[src/rtl/maxpool_unit_pkg.sv]
// Shared accelerator definitions: pixel width, default feature-map size and
// the pooling FSM state encoding.
package maxpool_unit_pkg;

  localparam int MP_DATA_W = 32;
  localparam int MP_FMAP_W = 6;
  localparam int MP_FMAP_H = 6;

  typedef enum logic [1:0] {
    ST_IDLE  = 2'd0,
    ST_RUN   = 2'd1,
    ST_DRAIN = 2'd2,
    ST_DONE  = 2'd3
  } state_e;

endpackage

[src/rtl/maxpool_unit_max2.sv]
// Signed two-input maximum; ties return the shared value.
module max2 #(
  parameter int DATA_W = 32
) (
  input  logic signed [DATA_W-1:0] a,
  input  logic signed [DATA_W-1:0] b,
  output logic signed [DATA_W-1:0] y
);

  assign y = (a >= b) ? a : b;

endmodule

[src/rtl/maxpool_unit.sv]
// 2x2 stride-2 max pooling over a raster-order feature map, one row buffer of
// horizontal maxima, single registered output with valid/ready back-pressure.
//
// state    | meaning
// ---------+--------------------------------------------------------------
// ST_IDLE  | after reset, waiting for start
// ST_RUN   | accepting pixels until the last pixel of the map arrives
// ST_DRAIN | all pixels taken, waiting for the final pooled pixel to leave
// ST_DONE  | map finished, done high, start launches the next map
module maxpool_unit
  import maxpool_unit_pkg::*;
#(
  parameter int DATA_W = MP_DATA_W,
  parameter int FMAP_W = MP_FMAP_W,
  parameter int FMAP_H = MP_FMAP_H
) (
  input  logic                     clk,
  input  logic                     rst,
  input  logic                     start,
  input  logic                     in_valid,
  output logic                     in_ready,
  input  logic signed [DATA_W-1:0] in_data,
  output logic                     out_valid,
  input  logic                     out_ready,
  output logic signed [DATA_W-1:0] out_data,
  output logic                     out_last,
  output logic                     done
);

  localparam int HALF_W = FMAP_W / 2;
  localparam int ROW_W  = $clog2(FMAP_H);
  localparam int COL_W  = $clog2(FMAP_W);
  localparam int IDX_W  = (HALF_W > 1) ? $clog2(HALF_W) : 1;
  localparam logic [ROW_W-1:0] ROW_LAST = ROW_W'(FMAP_H - 1);
  localparam logic [COL_W-1:0] COL_LAST = COL_W'(FMAP_W - 1);

  state_e                    state_q, state_d;
  logic [ROW_W-1:0]          row_q, row_d;
  logic [COL_W-1:0]          col_q, col_d;
  logic signed [DATA_W-1:0]  pair_q, pair_d;
  logic                      out_valid_q, out_valid_d;
  logic signed [DATA_W-1:0]  out_data_q, out_data_d;
  logic                      out_last_q, out_last_d;
  logic signed [DATA_W-1:0]  row_buf_q [HALF_W];
  logic signed [DATA_W-1:0]  row_buf_d [HALF_W];

  logic                      accept;
  logic                      out_fire;
  logic                      start_ok;
  logic                      last_pix;
  logic [IDX_W-1:0]          buf_idx;
  logic signed [DATA_W-1:0]  hmax;
  logic signed [DATA_W-1:0]  vmax;

  assign accept   = in_valid && in_ready;
  assign out_fire = out_valid_q && out_ready;
  assign start_ok = start && ((state_q == ST_IDLE) || (state_q == ST_DONE));
  assign last_pix = (row_q == ROW_LAST) && (col_q == COL_LAST);
  assign buf_idx  = IDX_W'(col_q >> 1);

  max2 #(.DATA_W(DATA_W)) u_max_h (
    .a (pair_q),
    .b (in_data),
    .y (hmax)
  );

  max2 #(.DATA_W(DATA_W)) u_max_v (
    .a (row_buf_q[buf_idx]),
    .b (hmax),
    .y (vmax)
  );

  always_ff @(posedge clk or negedge rst) begin
    if (!rst) begin
      state_q     <= ST_IDLE;
      row_q       <= '0;
      col_q       <= '0;
      pair_q      <= '0;
      out_valid_q <= 1'b0;
      out_data_q  <= '0;
      out_last_q  <= 1'b0;
      for (int i = 0; i < HALF_W; i++) row_buf_q[i] <= '0;
    end else begin
      state_q     <= state_d;
      row_q       <= row_d;
      col_q       <= col_d;
      pair_q      <= pair_d;
      out_valid_q <= out_valid_d;
      out_data_q  <= out_data_d;
      out_last_q  <= out_last_d;
      row_buf_q   <= row_buf_d;
    end
  end

  always_comb begin
    state_d = state_q;
    unique case (state_q)
      ST_IDLE, ST_DONE: if (start) state_d = ST_RUN;
      ST_RUN:           if (accept && last_pix) state_d = ST_DRAIN;
      ST_DRAIN:         if (out_fire && out_last_q) state_d = ST_DONE;
      default:          state_d = ST_IDLE;
    endcase
  end

  // in_ready already guarantees a new load never overwrites unconsumed data.
  always_comb begin
    row_d       = row_q;
    col_d       = col_q;
    pair_d      = pair_q;
    row_buf_d   = row_buf_q;
    out_valid_d = out_valid_q;
    out_data_d  = out_data_q;
    out_last_d  = out_last_q;

    if (out_fire) begin
      out_valid_d = 1'b0;
      out_last_d  = 1'b0;
    end

    if (start_ok) begin
      row_d = '0;
      col_d = '0;
    end

    if (accept) begin
      if (col_q == COL_LAST) begin
        col_d = '0;
        row_d = (row_q == ROW_LAST) ? '0 : row_q + 1'b1;
      end else begin
        col_d = col_q + 1'b1;
      end

      if (!col_q[0]) begin
        pair_d = in_data;
      end else if (!row_q[0]) begin
        row_buf_d[buf_idx] = hmax;
      end else begin
        out_valid_d = 1'b1;
        out_data_d  = vmax;
        out_last_d  = last_pix;
      end
    end
  end

  always_comb begin
    in_ready = (state_q == ST_RUN) && (!out_valid_q || out_ready);
    done     = (state_q == ST_DONE);
  end

  assign out_valid = out_valid_q;
  assign out_data  = out_data_q;
  assign out_last  = out_last_q;

endmodule

[config.mk]
export PLATFORM = sky130hd
export DESIGN_NAME = maxpool_unit
export DESIGN_NICKNAME = d
export VERILOG_FILES = /design/src/rtl/maxpool_unit_pkg.sv /design/src/rtl/maxpool_unit_max2.sv /design/src/rtl/maxpool_unit.sv
export SDC_FILE = /design/constraint.sdc
export NUM_CORES = 1
export LEC_CHECK = 0
export BUFFER_PORTS_ARGS = -buffer_cell sky130_fd_sc_hd__buf_2
export CELL_PAD_IN_SITES_DETAIL_PLACEMENT = 0
export CELL_PAD_IN_SITES_GLOBAL_PLACEMENT = 1
export CORE_ASPECT_RATIO = 1.1
export CORE_MARGIN = 10
export CORE_UTILIZATION = 45
export DETAILED_ROUTE_END_ITERATION = 10
export GPL_ROUTABILITY_DRIVEN = 0
export MAX_ROUTING_LAYER = met4
export PLACE_DENSITY = 0.73
export SETUP_SLACK_MARGIN = 0.4
export SLEW_MARGIN = 20
export SYNTH_ARGS = -nofsm -noshare
export SYNTH_HDL_FRONTEND = slang
export SYNTH_SLANG_ARGS = --single-unit
[constraint.sdc]
create_clock -name clk -period 4.9 [get_ports clk]
set_clock_uncertainty 0.15 [all_clocks]
set_input_delay 0.735 -clock clk [delete_from_list [all_inputs] [get_ports clk]]
set_output_delay 0.735 -clock clk [all_outputs]
set_load 0.1 [all_outputs]
# After elaboration in Yosys (flattened, before gate mapping)
# Cells that the tools add are included.
[word_totals]
reg_bits = 170
latch_bits = 0
ramBits = 0
rom_bits = 0
input_bits = 37
output_inout_bits = 36
word_cells = 72
mem_count = 0
[classes]
addsub = 2
mul = 0
div_mod_pow = 0
magnitude_cmp = 4
eq_ne = 8
shifts = 0
n_mux = 27
bitwise_logic = 3
reduce_logical = 18
[ops]
columns = ["operator", "count"]
rows = [
  ["$mux W32", 5],
  ["$bwmux W96", 1],
  ["$bmux W32 S2", 1],
  ["$demux W32 S2", 1],
  ["$ge A32 B32 Y1", 2],
  ["$mux W3", 7],
  ["$reduce_and A3 Y1", 3],
  ["$logic_and A1 B1 Y1", 8],
  ["$mux W1", 8],
  ["$add A3 B1 Y3 const B", 2],
  ["$eq A3 B3 Y1 const B", 2],
  ["$mux W2", 3],
  ["$ne A2 B2 Y1 const B", 3],
  ["$pmux W2 S3", 1],
  ["$eq A2 B2 Y1 const B", 2],
  ["$ge A3 B3 Y1 const B", 1],
  ["$lt A3 B1 Y1 const B", 1],
  ["$not A2 Y3", 1],
  ["$eq A2 B1 Y1 const B", 1],
  ["$logic_not A2 Y1", 1],
  ["$logic_or A1 B1 Y1", 2],
  ["$not A1 Y1", 2],
  ["$reduce_and A2 Y1", 1],
  ["$reduce_bool A2 Y1", 1],
  ["2 further kinds", 2],
]

# Logic depth before layout (Yosys ltp)
[depth]
word_depth = 7
ltp_mapped = 21
depth_no_buf = 17

# Modules after synthesis
# A second synthesis with hierarchy kept.
[hier_totals]
cells_unflattened = 900
area_unflattened_um2 = 10520.1
[modules_own_cells]
columns = ["mod", "instances", "cells_per_inst", "area_per_inst_um2", "seq_area_each_um2"]
rows = [
  ["maxpool_unit", 1, 503, 7264.5, 4254.1],
  ["max2 at u_max_h", 1, 245, 1886.8, 0.0],
  ["max2 at u_max_v", 1, 152, 1368.8, 0.0],
]

# Worst setup path after synthesis
# Ideal clock, no wire load.
[synth_timing]
path_kind = "input to register"
start = "input in_data[14]"
end = "register out_data_q[29], in the netlist out_data[29]"
setup_time_ns = 0.087
t_arrival_ns = 4.597
t_required_ns = 4.663
path_slack_ns = 0.066
path_stages = 21
path_buffers = 4
cell_sequence = "inv_1 > ha_1 > a21oi_2 > nand2_1 > a221o_1 > o31a_1 > o21bai_2 > buf_6 > buf_12 > mux2i_2 > inv_1 > ha_1 > nand2b_1 > a21o_1 > a21o_1 > a21oi_1 > o221ai_1 > or3_1 > clkbuf_2 > buf_2 > o211ai_1"
[synth_between]
elab_chain_len = 4
[synth_rtl]
columns = ["item", "line", "source"]
rows = [
  ["start, declared", "maxpool_unit.sv:22", "input logic signed [DATA_W-1:0] in_data,"],
  ["$ge A32 B32 Y1", "maxpool_unit_max2.sv:10", "assign y = (a >= b) ? a : b;"],
  ["$mux W32", "maxpool_unit_max2.sv:10", ""],
  ["net hmax[0]", "maxpool_unit.sv:52", "logic signed [DATA_W-1:0] hmax;"],
  ["$ge A32 B32 Y1", "maxpool_unit_max2.sv:10", ""],
  ["$mux W32", "maxpool_unit_max2.sv:10", ""],
  ["end signal, assigned", "maxpool_unit.sv:89", "out_data_q <= out_data_d;"],
  ["end, declared", "maxpool_unit.sv:42", "logic signed [DATA_W-1:0] out_data_q, out_data_d;"],
]
# The timed path passes the listed nets, and every way through them passes these cells.
# A chain may end at the register's enable or synchronous reset.

# Final worst setup path
[layout_timing]
start = "input in_data[29]"
end = "register out_data_q[27], in the netlist out_data[27]"
[layout_between]
elab_chain_len = 4
[layout_rtl]
columns = ["item", "line"]
rows = [
  ["$ge A32 B32 Y1", "maxpool_unit_max2.sv:10"],
  ["$mux W32 (*)", "maxpool_unit_max2.sv:10"],
  ["$ge A32 B32 Y1", "maxpool_unit_max2.sv:10"],
  ["$mux W32 (*)", "maxpool_unit_max2.sv:10"],
]
# Mark *: on every way between the ends. The rest lies on a longest branch, timed or not.

==> impl_metrics.env <==
export IMPL_synth_largest_area_cell="dfrtp_1"
export IMPL_setup_worst_path_end_class="flop"
export IMPL_insertedDiodeCount=0
export IMPL_start_kind="input port"
export IMPL_crit_path_max_incr_delay_ps=290
export IMPL_worst_path_buf_inv=11
export IMPL_gr_total_overflow=0
export IMPL_io_pins=73
export IMPL_setup_viol=0
export IMPL_grt_pass1_wl_mm=42.4
export IMPL_worst_pin_slew_ps=994
export IMPL_wl_mm=25.7
export IMPL_clk_path_buf_depth=2
export IMPL_num_vias=7468
export IMPL_cts_sinks=170
export IMPL_power_density_mw_per_mm2=669
export IMPL_relSlewSlack_pct=33.8
export IMPL_htreeDepth=4
export IMPL_track_usage_pct=19.5
export IMPL_p_int_uw=4900
export IMPL_dpl_cell_count=1365
export IMPL_die_w_um=160
export IMPL_critPathKind="in2reg"
export IMPL_ctsHoldBuffers=0
export IMPL_synth_warnings=0
export IMPL_wire_per_inst_um=17.9
export IMPL_dpl_instance_area_sq_mm=0.0112
export IMPL_hold_viol_final=0
export IMPL_max_freq_mhz=216
export IMPL_period_share_pct=94.3
export IMPL_rrSetupSlack_ps=290
export IMPL_die_y_um=174
export IMPL_ys_seq_area_share_pct=44.0
export IMPL_viasPerCell=5.22
export IMPL_cp_max_fo=7
export IMPL_die_area_sq_mm=0.0278
export IMPL_layout_drive_gt1_share_pct=35.6
export IMPL_slew_viol_final=0
export IMPL_reg2reg_from="pair_q[29]"
export IMPL_clockPowerShare_pct=16.2
export IMPL_async_reset_ff_share_pct=100
export IMPL_comb_power_share_pct=56.9
export IMPL_syn_avg_cell_area_sq_um=10.1
export IMPL_ys_ff_latch=170
export IMPL_slowest_stage="ha_1"
export IMPL_hold_path_class="in2async"
export IMPL_p_switching_uw=3410
export IMPL_reg2reg_to="out_data[27]"
export IMPL_synth_nets=1063
export IMPL_drc=0
export IMPL_num_rows=56
export IMPL_crit_cells=24
export IMPL_grt_max_degree=89
export IMPL_fin_cells=1432
export IMPL_p_seq_share_pct=27.0
export IMPL_cp_required_ps=5050
export IMPL_first_pass_iters=4
export IMPL_critPathLaunch="in_data[29]"
export IMPL_cp_cell_sequence="buf_2 -> inv_1 -> ha_1 -> nand4_1 -> nor4_2 -> buf_4 -> buf_6 -> o31a_1 -> o21bai_4 -> buf_6 -> buf_12 -> mux2i_4 -> ha_4 -> nand4_1 -> buf_4 -> nor4_4 -> buf_4 -> nand3_2 -> o221ai_2 -> or3_4 -> buf_12 -> buf_12 -> buf_16 -> o211ai_2"
export IMPL_rsz0062_at_grt="true"
export IMPL_drtIter0Drc=320
export IMPL_reg2reg_depth=22
export IMPL_ys_types=45
export IMPL_final_util_pct=58.6
export IMPL_ys_top_cells_by_area="dfrtp_1 (44%), ha_1 (8.8%), mux2i_4 (6.7%)"
export IMPL_ir_drop_v=0.000538
export IMPL_synth_edf_count=0
export IMPL_clock_latency_ps=430
export IMPL_io_buffers=72
export IMPL_status="complete, no violations"
export IMPL_critPathArrivalTime_ps=4770
export IMPL_path_clk_slew_ps=60
export IMPL_area_growth_syn_to_layout_pct=28.5
export IMPL_antenna_left=0
export IMPL_fin_area_sq_mm=0.0124
export IMPL_period_needed_ps=4620
export IMPL_first_global_vias=7949
export IMPL_root_buffer="clkbuf_16"
export IMPL_syn_instance_count=958
export IMPL_fillCellCount=1865
export IMPL_path_delay_family="buffers and inverters"
export IMPL_cp_endpoint="out_data[27]"
export IMPL_nets=1235
export IMPL_cts_tree="built"
export IMPL_hpwl_mm=17.1
export IMPL_max_cap_viol_count=0
export IMPL_initial_utilization_pct=45.6
export IMPL_synth_area_sq_mm=0.00968
export IMPL_leakagePower_uw=0.00571
export IMPL_antenna_found_initial=0
export IMPL_numCtsBuffers=17
export IMPL_synth_ff_type="dfrtp_1"
export IMPL_yosysTopAreaCellShare_pct=44.0
export IMPL_core_sq_mm=0.0212
export IMPL_p_sw_share_pct=41.0
==> metrics by stage <==
step | setup slack (ps) | hold slack, ps | setup TNS, ps | total power [uW]
global placement | -327 | 330 | -9680 | 6430
CTS | 362 | 288 | 0 | 8240
finish | 281 | 251 | 0 | 8320
floorplan | 380 | 289 | 0 | 5170
global route | 135 | 315 | 0 | 8940
detailed placement | -337 | 329 | -9470 | 6500
==> registers in the layout, indices dropped and copies added (netlist names) <==
name       flops
out_last       1
state_q        2
out_valid      1
out_data      32
pair_q        32
row_q          3
col_q          3
row_buf_q     96
==> area by class of cell <==
type / count / area, sq um / area share (%)
inverters: 39 / 169 / 1.36
clock inverters: 11 / 121 / 0.976
well taps: 290 / 363 / 2.92
flip-flops and latches: 170 / 4260 / 34.3
clock buffers: 20 / 457 / 3.67
multi-input cells: 689 / 5350 / 43.0
repair buffers: 213 / 1710 / 13.8
==> cell usage in the layout (no fill, tap or decap), types with 3 or more instances in the layout <==
cell	Yosys	layout
clkinv_2	0	4
dfrtp_2	0	7
buf_16	0	5
buf_6	1	10
inv_2	0	6
a21oi_2	40	44
a21o_1	11	11
buf_4	0	120
ha_4	0	19
a21oi_1	85	81
mux2i_4	29	30
nor2b_1	4	3
dfrtp_1	170	163
nand3_1	8	7
nand2b_1	4	4
mux2i_1	36	36
clkbuf_16	0	17
o21ai_0	72	67
nand2_1	114	113
ha_1	68	48
buf_12	3	10
inv_4	0	4
o21ai_1	0	4
nand4_1	16	16
buf_2	5	66
inv_1	39	28
o211ai_1	34	34
o211ai_2	30	30
nor2_1	106	105
a22o_1	3	3
==> cells in the mapped netlist (4+ instances only) <==
master,number
dfrtp_1,170
nand2_1,114
nor2_1,106
a21oi_1,85
o21ai_0,72
ha_1,68
clkbuf_1,46
a21oi_2,40
inv_1,39
mux2i_1,36
o211ai_1,34
o211ai_2,30
mux2i_4,29
nand4_1,16
a21o_1,11
nand3_1,8
buf_2,5
buf_1,4
nand2b_1,4
nor2b_1,4
==> what timing repair did <==
item,4_1_cts,5_1_grt
buffers inserted,25,6
gates cloned,5,0
endpoints found under the setup margin,32,32
pin swaps,34,10
resized for setup,46,12
==> worst min path at each step <==
| stage | slack (ps) | startpoint | endpoint |
|---|---|---|---|
| 2_1_floorplan | 290 | rst | col_q[0] |
| 3_3_place_gp | 330 | out_data[9] | out_data[9] |
| 3_5_place_dp | 330 | out_data[27] | out_data[27] |
| 4_1_cts | 290 | rst | pair_q[8] |
| 5_1_grt | 310 | rst | pair_q[7] |
| 6_report | 250 | rst | pair_q[7] |
==> metal layers <==
| metal | track usage [%] | vias to the layer above | routed length [um] |
|---|---|---|---|
| met3 | 3.14 | 28 | 792 |
| met1 | 23.5 | 3583 | 11600 |
| li1 | - | 3732 | - |
| met2 | 33.2 | 125 | 12800 |
| met5 | - | - | 0 |
| met4 | 4.94 | 0 | 410 |
==> power by group through the flow <==
stage / logic, uW / registers, uW / clock network (uW)
after CTS: 4630 / 2240 / 1370
after floorplan: 2940 / 2240 / 0
after global placement: 4150 / 2280 / 0
after global routing: 5210 / 2300 / 1420
after detailed placement: 4200 / 2300 / 0
final: 4730 / 2240 / 1350
==> cells by family after synthesis <==
group / after synthesis / share of synthesized area, %
simple gates: 267 / 11.6
buf+inv: 99 / 4.50
flops: 170 / 44.0
fa+ha+maj: 68 / 8.79
mux: 68 / 10.8
compound gates: 286 / 20.3
==> worst register-to-register path: cells and delay by family (launching register included) <==
family,cells,cell delay (ps)
DFF,1,410
buffers and inverters,9,1280
adders and majority gates,2,600
muxes,1,210
AOI/OAI and AO/OA,4,640
and+or+nand+nor,6,1200
No activity file was read; power rests on OpenSTA's default activity.
